==> src/rtl/tpg_timing_ctrl.sv <==
// ----------------------------------------------------------------------------
// tpg_timing_ctrl
//
// Run/timing controller in front of the test pattern generator.
//
// Timing registers are written into a shadow set. A commit copies the shadow
// set into the active set, which drives the generator:
//   - in IDLE the copy happens on the edge that accepts the commit;
//   - while running (RUN or STOPPING) the copy waits for the next sof, so the
//     generator never sees a mode change in the middle of a frame.
// Generator enable is sequenced by start/stop and an optional frame limit.
// Once stopping has been requested, run_en is only dropped on a frame
// boundary (sof).
//
// Optional feature (macro TPG_TIMING_CHECK_EN): a commit is rejected with a
// one-cycle cfg_err pulse when the shadow timing is not ordered as
//   start < end <= total, for the HS, HACT, VS and VACT windows.
// Without the macro every commit is accepted and cfg_err stays 0.
//
// Ports:
//   clk, rst_n        clock, asynchronous active-low reset
//   cfg_wr/addr/wdata register write port (0-9 timing shadow, 10 FRAME_LIMIT)
//   cfg_commit        request shadow->active transfer
//   start, stop       run control pulses
//   sof               start-of-frame pulse from the generator
//   run_en            generator enable
//   tHS_START..tV_END active timing set
//   mode_valid        a mode has been applied since reset
//   mode_applied      one-cycle pulse when the active set changes
//   commit_pending    commit accepted, waiting for sof
//   cfg_err           one-cycle pulse, commit rejected
//   frame_cnt         frames started since last start (saturating)
// ----------------------------------------------------------------------------
module tpg_timing_ctrl #(
    parameter int H_BITS = 12,
    parameter int V_BITS = 12,
    parameter int CNT_W  = 16
) (
    input  logic              clk,
    input  logic              rst_n,
    input  logic              cfg_wr,
    input  logic [3:0]        cfg_addr,
    input  logic [15:0]       cfg_wdata,
    input  logic              cfg_commit,
    input  logic              start,
    input  logic              stop,
    input  logic              sof,
    output logic              run_en,
    output logic [H_BITS-1:0] tHS_START,
    output logic [H_BITS-1:0] tHS_END,
    output logic [H_BITS-1:0] tHACT_START,
    output logic [H_BITS-1:0] tHACT_END,
    output logic [H_BITS-1:0] tH_END,
    output logic [V_BITS-1:0] tVS_START,
    output logic [V_BITS-1:0] tVS_END,
    output logic [V_BITS-1:0] tVACT_START,
    output logic [V_BITS-1:0] tVACT_END,
    output logic [V_BITS-1:0] tV_END,
    output logic              mode_valid,
    output logic              mode_applied,
    output logic              commit_pending,
    output logic              cfg_err,
    output logic [CNT_W-1:0]  frame_cnt
);

    // Index order inside the H and V register arrays: SYNC start, SYNC end,
    // ACTIVE start, ACTIVE end, total end.
    localparam int IDX_S_START = 0;
    localparam int IDX_S_END   = 1;
    localparam int IDX_A_START = 2;
    localparam int IDX_A_END   = 3;
    localparam int IDX_END     = 4;

    typedef enum logic [1:0] {
        ST_IDLE     = 2'd0,
        ST_RUN      = 2'd1,
        ST_STOPPING = 2'd2
    } state_t;

    state_t             r_state;
    logic [H_BITS-1:0]  r_sh_h  [5];
    logic [V_BITS-1:0]  r_sh_v  [5];
    logic [H_BITS-1:0]  r_act_h [5];
    logic [V_BITS-1:0]  r_act_v [5];
    logic [CNT_W-1:0]   r_frame_limit;
    logic [CNT_W-1:0]   r_frame_cnt;
    logic               r_run_en;
    logic               r_mode_valid;
    logic               r_mode_applied;
    logic               r_pending;
    logic               r_cfg_err;

    logic               w_timing_ok;
    logic               w_commit_ok;
    logic               w_apply;
    logic [3:0]         w_vaddr;
    logic [CNT_W:0]     w_cnt_inc;
    logic               w_limit_hit;

    // High write-data bits beyond the register widths are don't-care.
    logic               w_unused;
    assign w_unused = &{1'b0, cfg_wdata};

`ifdef TPG_TIMING_CHECK_EN
    function automatic logic f_h_ok(input logic [H_BITS-1:0] s,
                                    input logic [H_BITS-1:0] e,
                                    input logic [H_BITS-1:0] tot);
        return (s < e) && (e <= tot);
    endfunction

    function automatic logic f_v_ok(input logic [V_BITS-1:0] s,
                                    input logic [V_BITS-1:0] e,
                                    input logic [V_BITS-1:0] tot);
        return (s < e) && (e <= tot);
    endfunction

    assign w_timing_ok =
        f_h_ok(r_sh_h[IDX_S_START], r_sh_h[IDX_S_END], r_sh_h[IDX_END]) &&
        f_h_ok(r_sh_h[IDX_A_START], r_sh_h[IDX_A_END], r_sh_h[IDX_END]) &&
        f_v_ok(r_sh_v[IDX_S_START], r_sh_v[IDX_S_END], r_sh_v[IDX_END]) &&
        f_v_ok(r_sh_v[IDX_A_START], r_sh_v[IDX_A_END], r_sh_v[IDX_END]);
`else
    assign w_timing_ok = 1'b1;
`endif

    assign w_commit_ok = cfg_commit && w_timing_ok;

    // In IDLE an accepted commit applies at once. While running, the copy is
    // taken at sof if a commit is pending or arrives in that very cycle.
    assign w_apply = (r_state == ST_IDLE) ? w_commit_ok
                                          : (sof && (r_pending || w_commit_ok));

    assign w_vaddr     = cfg_addr - 4'd5;
    assign w_cnt_inc   = {1'b0, r_frame_cnt} + {{CNT_W{1'b0}}, 1'b1};
    assign w_limit_hit = (r_frame_limit != '0) &&
                         (w_cnt_inc == {1'b0, r_frame_limit});

    // Shadow registers and frame limit.
    always_ff @(posedge clk or negedge rst_n) begin
        if (!rst_n) begin
            for (int i = 0; i < 5; i++) begin
                r_sh_h[i] <= '0;
                r_sh_v[i] <= '0;
            end
            r_frame_limit <= '0;
        end else if (cfg_wr) begin
            if (cfg_addr < 4'd5) begin
                r_sh_h[cfg_addr[2:0]] <= cfg_wdata[H_BITS-1:0];
            end else if (cfg_addr < 4'd10) begin
                r_sh_v[w_vaddr[2:0]] <= cfg_wdata[V_BITS-1:0];
            end else if (cfg_addr == 4'd10) begin
                r_frame_limit <= cfg_wdata[CNT_W-1:0];
            end
        end
    end

    // Active set and mode status. The shadow value in effect before this edge
    // is what gets copied, so a same-cycle write is not part of the apply.
    always_ff @(posedge clk or negedge rst_n) begin
        if (!rst_n) begin
            for (int i = 0; i < 5; i++) begin
                r_act_h[i] <= '0;
                r_act_v[i] <= '0;
            end
            r_mode_valid   <= 1'b0;
            r_mode_applied <= 1'b0;
            r_cfg_err      <= 1'b0;
        end else begin
            if (w_apply) begin
                for (int i = 0; i < 5; i++) begin
                    r_act_h[i] <= r_sh_h[i];
                    r_act_v[i] <= r_sh_v[i];
                end
                r_mode_valid <= 1'b1;
            end
            r_mode_applied <= w_apply;
            r_cfg_err      <= cfg_commit && !w_timing_ok;
        end
    end

    // Run control FSM with registered outputs.
    always_ff @(posedge clk or negedge rst_n) begin
        if (!rst_n) begin
            r_state     <= ST_IDLE;
            r_run_en    <= 1'b0;
            r_pending   <= 1'b0;
            r_frame_cnt <= '0;
        end else begin
            case (r_state)
                ST_IDLE: begin
                    r_run_en  <= 1'b0;
                    r_pending <= 1'b0;
                    // stop beats start when both arrive together
                    if (start && !stop && r_mode_valid) begin
                        r_state     <= ST_RUN;
                        r_run_en    <= 1'b1;
                        r_frame_cnt <= '0;
                    end
                end
                ST_RUN: begin
                    if (sof) begin
                        r_pending <= 1'b0;
                        if (!w_cnt_inc[CNT_W]) begin
                            r_frame_cnt <= w_cnt_inc[CNT_W-1:0];
                        end
                    end else if (w_commit_ok) begin
                        r_pending <= 1'b1;
                    end
                    if (stop || (sof && w_limit_hit)) begin
                        r_state <= ST_STOPPING;
                    end
                end
                ST_STOPPING: begin
                    if (sof) begin
                        r_pending <= 1'b0;
                        r_run_en  <= 1'b0;
                        r_state   <= ST_IDLE;
                    end else if (w_commit_ok) begin
                        r_pending <= 1'b1;
                    end
                end
                default: begin
                    r_state   <= ST_IDLE;
                    r_run_en  <= 1'b0;
                    r_pending <= 1'b0;
                end
            endcase
        end
    end

    assign run_en         = r_run_en;
    assign mode_valid     = r_mode_valid;
    assign mode_applied   = r_mode_applied;
    assign commit_pending = r_pending;
    assign cfg_err        = r_cfg_err;
    assign frame_cnt      = r_frame_cnt;

    assign tHS_START   = r_act_h[IDX_S_START];
    assign tHS_END     = r_act_h[IDX_S_END];
    assign tHACT_START = r_act_h[IDX_A_START];
    assign tHACT_END   = r_act_h[IDX_A_END];
    assign tH_END      = r_act_h[IDX_END];
    assign tVS_START   = r_act_v[IDX_S_START];
    assign tVS_END     = r_act_v[IDX_S_END];
    assign tVACT_START = r_act_v[IDX_A_START];
    assign tVACT_END   = r_act_v[IDX_A_END];
    assign tV_END      = r_act_v[IDX_END];

endmodule

==> config.mk <==
export PLATFORM = sky130hd
export DESIGN_NAME = tpg_timing_ctrl
export DESIGN_NICKNAME = d
export VERILOG_FILES = /design/src/rtl/tpg_timing_ctrl.sv
export SDC_FILE = /design/constraint.sdc
export NUM_CORES = 1
export LEC_CHECK = 0
export CAP_MARGIN = 20
export CORE_MARGIN = 3
export CORE_UTILIZATION = 49
export DETAILED_ROUTE_END_ITERATION = 8
export GPL_TIMING_DRIVEN = 0
export PLACE_DENSITY = 0.76
export SLEW_MARGIN = 20
export SYNTH_ARGS = -nofsm -noshare
export SYNTH_HDL_FRONTEND = slang
export SYNTH_SLANG_ARGS = --single-unit
==> constraint.sdc <==
create_clock -name clk -period 2.5 [get_ports clk]
set_input_delay 0.625 -clock clk [delete_from_list [all_inputs] [get_ports clk]]
set_output_delay 0.625 -clock clk [all_outputs]
set_load 0.05 [all_outputs]
==> Yosys cells after proc, flatten, opt, wreduce, memory -nomap -nowiden <==
Cells that the tools add are included.
{ "totals": {"in_bits": 27, "ff_bits": 278, "ram_bits": 0, "out_inout_bits": 141, "mem_bits_ro": 0, "wordCells": 91, "n_memories": 0, "latchBits": 0} }
{ "op_classes": {"addsub": 2, "n_reduce_logical": 20, "order_cmp": 6, "bitwise_logic": 5, "shifts": 0, "eq_ne": 10, "multipliers": 0, "muxes": 21, "n_div": 0} }
{ "ops": {"columns": ["cell", "count"], "rows": [
  ["60-bit bitwise mux", 2],
  ["12-bit demux with 3-bit select", 2],
  ["16-bit two-way mux", 3],
  ["16-bit one-hot mux with 2 select lines", 1],
  ["12-bit two-way mux", 2],
  ["16-bit by 1-bit adder with 17-bit output, second input constant", 1],
  ["17-bit by 16-bit equality test with 1-bit output", 1],
  ["16-bit nonzero test", 1],
  ["4-bit >= comparator, second input constant", 2],
  ["4-bit by 1-bit less-than comparator with 1-bit output, second input constant", 2],
  ["2-bit inequality test, second input constant", 4],
  ["3-bit inverter with 4-bit output", 2],
  ["4-bit AND reduction", 2],
  ["1-bit logical AND", 7],
  ["1-bit two-way mux", 6],
  ["2-bit two-way mux", 3],
  ["2-bit one-hot mux with 3 select lines", 1],
  ["3-bit AND reduction", 2],
  ["4-bit equality test, second input constant", 1],
  ["4-bit by 3-bit less-than comparator with 1-bit output, second input constant", 1],
  ["4-bit less-than comparator, second input constant", 1],
  ["2-bit AND reduction", 2],
  ["3-bit by 1-bit inequality test with 1-bit output, second input constant", 1],
  ["1-bit inverter", 3],
  ["10 further kinds", 11]
]} }

==> Longest topological paths before layout <==
{ "depth": {"ltp_word": 7, "depth_mapped": 10, "depth_no_buf": 8} }

==> Worst setup path after synthesis <==
Ideal clock, no wire load.
{ "synth_path": {"path_kind": "reg-to-reg", "from": "register r_frame_cnt[0], in the netlist frame_cnt[0]", "to": "register r_state[0]", "required_ns": 2.369, "path_stages_with_launch": 10, "setup_ns": 0.131, "arrival_ns": 2.735, "path_slack_ns": -0.366, "cell_sequence": "dfrtp_1 ha_1 nand3_4 or3_1 buf_2 or4_4 o211ai_2 nor4b_4 a311o_2 o211ai_2"} }
{ "synth_between": {"elab_chain_len": 7} }
{ "synth_lines": {"columns": ["element", "line", "rtl"], "rows": [
  ["from (decl)", "86", "logic [CNT_W-1:0] r_frame_cnt;"],
  ["from (signal assigned)", "204", "r_frame_cnt <= w_cnt_inc[CNT_W-1:0];"],
  ["16-bit by 1-bit adder with 17-bit output", "134", "assign w_cnt_inc = {1'b0, r_frame_cnt} + {{CNT_W{1'b0}}, 1'b1};"],
  ["17-bit by 16-bit equality test with 1-bit output", "136", "(w_cnt_inc == {1'b0, r_frame_limit});"],
  ["1-bit logical AND", "135", "assign w_limit_hit = (r_frame_limit != '0) &&"],
  ["1-bit logical AND", "209", "if (stop || (sof && w_limit_hit)) begin"],
  ["1-bit logical OR", "209", null],
  ["2-bit inequality test (no source line)", null, null],
  ["3-bit AND reduction (no source line)", null, null],
  ["to (signal assigned)", "210", "r_state <= ST_STOPPING;"],
  ["to (signal assigned)", "217", "r_state <= ST_IDLE;"],
  ["to (signal assigned)", "223", "r_state <= ST_IDLE;"],
  ["to (decl)", "80", "state_t r_state;"]
]} }
No other way between the ends.
A chain may end at the register's enable or synchronous reset.

==> Worst setup path in the final report <==
{ "layout_path": {"from": "input port cfg_addr[1]", "to": "register r_sh_v[33] in the netlist's numbering"} }
{ "layout_between": {"elab_chain_len": 7, "elab_cells_between_ends": 12} }
{ "layout_lines": {"columns": ["element", "line", "rtl"], "rows": [
  ["from (decl)", "42", "input logic [3:0] cfg_addr,"],
  ["3-bit subtractor", "133", "assign w_vaddr = cfg_addr - 4'd5;"],
  ["3-bit inverter with 4-bit output (not written as such)", "150", "r_sh_v[w_vaddr[2:0]] <= cfg_wdata[V_BITS-1:0];"],
  ["4-bit >= comparator (not written as such) / 4-bit by 1-bit less-than comparator with 1-bit output (equally long branches)", "150", null],
  ["1-bit logical AND (not written as such)", "150", null],
  ["12-bit two-way mux (not written as such)", "150", null],
  ["12-bit demux with 3-bit select", "150", null],
  ["60-bit bitwise mux", "150", null],
  ["to (signal, indexed assignment)", "150", null],
  ["to (decl)", "82", "logic [V_BITS-1:0] r_sh_v [5];"]
]} }
Parallel ways exist; a longest one is shown, timed or not.

==> results.sh <==
export IMPL_dpl_cell_area_sq_um=13600
export IMPL_netSwitchingPower_uw=8480
export IMPL_swShare_pct=42.9
export IMPL_drv_slew=0
export IMPL_p_seq_share_pct=35.4
export IMPL_ys_async_sr_fraction_pct=100
export IMPL_layout_setup_ws_ps=60.1
export IMPL_synthCells=1040
export IMPL_num_rows=55
export IMPL_leakagePower_uw=0.00697
export IMPL_crit_type="input pin to flop"
export IMPL_drt_iter0_drc=406
export IMPL_fin_crit_sh_pct=97.6
export IMPL_cts_root_buffer="clkbuf_16"
export IMPL_clock_path_buffers=3
export IMPL_setup_tns_ps=0
export IMPL_ys_ff_latch=278
export IMPL_power_frac_comb_pct=43.5
export IMPL_synthesis_area_sq_um=11500
export IMPL_yosys_area_top_type="dfrtp_1"
export IMPL_hold_violations=0
export IMPL_intPower_uw=11300
export IMPL_htree_levels=1
export IMPL_setup_viol=0
export IMPL_synthesis_nets=1072
export IMPL_status="finished clean"
export IMPL_synth_ff_type="dfrtp_1"
export IMPL_fin_area_sq_um=14800
export IMPL_synth_top_area_share_pct=60.7
export IMPL_cts_buffers=29
export IMPL_fin_cells=1587
export IMPL_grt_overflow=0
export IMPL_fill_cells=1819
export IMPL_vias=8158
export IMPL_routed_wl_um=29000
export IMPL_numPortBuffers=165
export IMPL_crit_path_cell_trace="clkdlybuf4s50_1 > inv_1 > ha_1 > nor4bb_1 > o21ai_1 > or3_1 > buf_2 > mux2_2"
export IMPL_synth_area_leaders="dfrtp_1, mux2_2, nand2_1, clkbuf_1, xnor2_1"
export IMPL_worstPathMaxFanout=10
export IMPL_place_congestion=0.907
export IMPL_clk_latency_ps=550
export IMPL_die_w_um=159
export IMPL_synth_edf_count=0
export IMPL_io_pins=168
export IMPL_maxCapViolations=0
export IMPL_nets=1282
export IMPL_grt_pass1_wl_um=46300
export IMPL_core_region_area_sq_um=22800
export IMPL_cpMaxStageDelayCell="clkdlybuf4s50_1"
export IMPL_min_period_ps=2440
export IMPL_drt_wirelength_per_cell_um=18.3
export IMPL_worst_pin_slew_ps=1040
export IMPL_endpoint_kind="flop"
export IMPL_start_util_pct=50.3
export IMPL_pwr_share_clk_pct=21.1
export IMPL_drc_errors=0
export IMPL_die_h_um=159
export IMPL_worstPathArrival_ps=2870
export IMPL_min_path_type="flop to flop"
export IMPL_cts_num_sinks=278
export IMPL_mostFrequentLayoutCells="nand2_1, dfrtp_1, clkdlybuf4s50_1"
export IMPL_final_layout_size_suffix_gt1_share_pct=20.2
export IMPL_peakVddDrop_mv=0.966
export IMPL_cp_slowest_stage_delay_ps=510
export IMPL_cts_tree="yes"
export IMPL_first_global_vias=8418
export IMPL_dp_slack_ps=-732
export IMPL_syn_to_final_growth_pct=28.9
export IMPL_fmax_ghz=0.410
export IMPL_via_per_inst=5.14
export IMPL_dpl_cell_count=1521
export IMPL_fin_util_pct=64.8
export IMPL_drt_first_pass_iters=4
export IMPL_track_usage_pct=22.8
export IMPL_ys_types=55
export IMPL_grt_max_degree=94
export IMPL_hpwl_um=19100
export IMPL_antenna_found_initial=4
export IMPL_rsz0062_at_grt="true"
export IMPL_ys_warn_count=0
export IMPL_die_area_sq_um=25200
export IMPL_skew_ps=12.3
export IMPL_slew_headroom_pct=30.7
export IMPL_final_common_cell="nand2_1"
export IMPL_power_density_nw_per_um2=1340
export IMPL_syn_avg_cell_area_sq_um=11.0
export IMPL_clk_pin_slew_ps=60
export IMPL_cp_required_ps=2930
export IMPL_postRouteAntennaNets=0
export IMPL_setup_worst_path_start_class="input pin"
export IMPL_yosysSeqAreaShare_pct=60.7
## cell type report
cell class | instances | area [sq um] | share of cell area, %
Clock buffer | 41 | 791 | 5.36
Tap cell | 313 | 392 | 2.65
Buffer | 64 | 315 | 2.14
Inverter | 9 | 33.8 | 0.229
Antenna cell | 2 | 5.00 | 0.0339
Multi-Input combinational cell | 687 | 4280 | 29.0
Timing Repair Buffer | 181 | 1840 | 12.4
Sequential cell | 278 | 6970 | 47.2
Clock inverter | 12 | 134 | 0.907
## final timing paths
kind,startpoint,endpoint,slack (ps),cells past startpoint
setup reg to reg,frame_cnt[0]$_DFFE_PN0P_,frame_cnt[10]$_DFFE_PN0P_,100,10
max in group asynchronous,rst_n,r_sh_v[51]$_DFFE_PN0P_,910,4
setup / recovery,cfg_addr[1],r_sh_v[33]$_DFFE_PN0P_,60,8
hold / removal,r_sh_v[24]$_DFFE_PN0P_,tVACT_START[0]$_DFFE_PN0P_,460,2
hold reg to reg,r_sh_v[24]$_DFFE_PN0P_,tVACT_START[0]$_DFFE_PN0P_,460,2
min in group asynchronous,rst_n,frame_cnt[12]$_DFFE_PN0P_,530,2
## sequential cells by signal (all words and copies together), names as in the netlist
name,count
tHACT_END,12
tV_END,12
tHS_END,12
tHACT_START,12
r_sh_h,60
tVACT_END,12
tHS_START,12
r_state,2
mode_valid,1
commit_pending,1
tVS_START,12
tVACT_START,12
tVS_END,12
mode_applied,1
r_frame_limit,16
r_sh_v,60
frame_cnt,16
tH_END,12
run_en,1
## kinds of logic after synthesis
logic type	share of synthesized area (%)
adders and majority gates	0.546
DFF	60.7
AOI/OAI and AO/OA	3.46
xor gates and xnor gates	1.61
and+or+nand+nor	17.3
muxes	13.6
buffers and inverters	2.73
other	0.0327
## power by group through the flow
| stage | combinational (uW) | sequential, uW | clock, uW |
|---|---|---|---|
| finish | 8610 | 7000 | 4190 |
| floorplan | 2190 | 10200 | 0 |
| detailed placement | 8460 | 7060 | 0 |
| global route | 9110 | 7180 | 4450 |
| global placement | 8320 | 7040 | 0 |
| CTS | 8550 | 7000 | 4250 |
## routing by layer
layer | track usage [%] | vias to the layer above | part of all wire [%]
li1 | - | 3850 | -
met1 | 31.2 | 4054 | 45
met2 | 37.8 | 207 | 48
met3 | 4.75 | 43 | 5.9
met4 | 5.29 | 4 | 1.9
met5 | 0 | - | 0.052
## through the flow
| step | hold slack [ps] | total power, uW |
|---|---|---|
| 6_report | 462 | 19800 |
| 5_1_grt | 476 | 20700 |
| 4_1_cts | 460 | 19800 |
| 3_5_place_dp | 445 | 15500 |
| 3_3_place_gp | 442 | 15400 |
| 2_1_floorplan | 329 | 12400 |
## repair_timing
action                                  CTS  global route
gates cloned                              0             0
endpoints found under the setup margin  135            74
endpoints found under the hold margin    28             0
setup buffers                             3             9
hold buffers                              1             0
resized for setup                         6            36
pin swaps                                 1            13
## synth_stat cells (5+ instances only)
library cell,n
a22o_1,12
nor2_1,13
a21oi_1,9
nand3_1,12
clkbuf_1,48
nand2_1,379
nor4_1,5
dfrtp_1,278
inv_1,9
ha_1,5
buf_1,6
xor2_1,7
a21o_1,5
nand4_1,5
xnor2_1,14
mux2_2,137
nor3_1,13
buf_2,6
o21ai_0,14
## worst max-delay path: cells and delay by family
kind | cells | cell delay [ps]
adders and majority gates | 1 | 240
AOI/OAI and AO/OA | 1 | 150
muxes | 1 | 290
buffers and inverters | 3 | 910
and+or+nand+nor | 2 | 640
No activity file was read; power rests on OpenSTA's default activity.
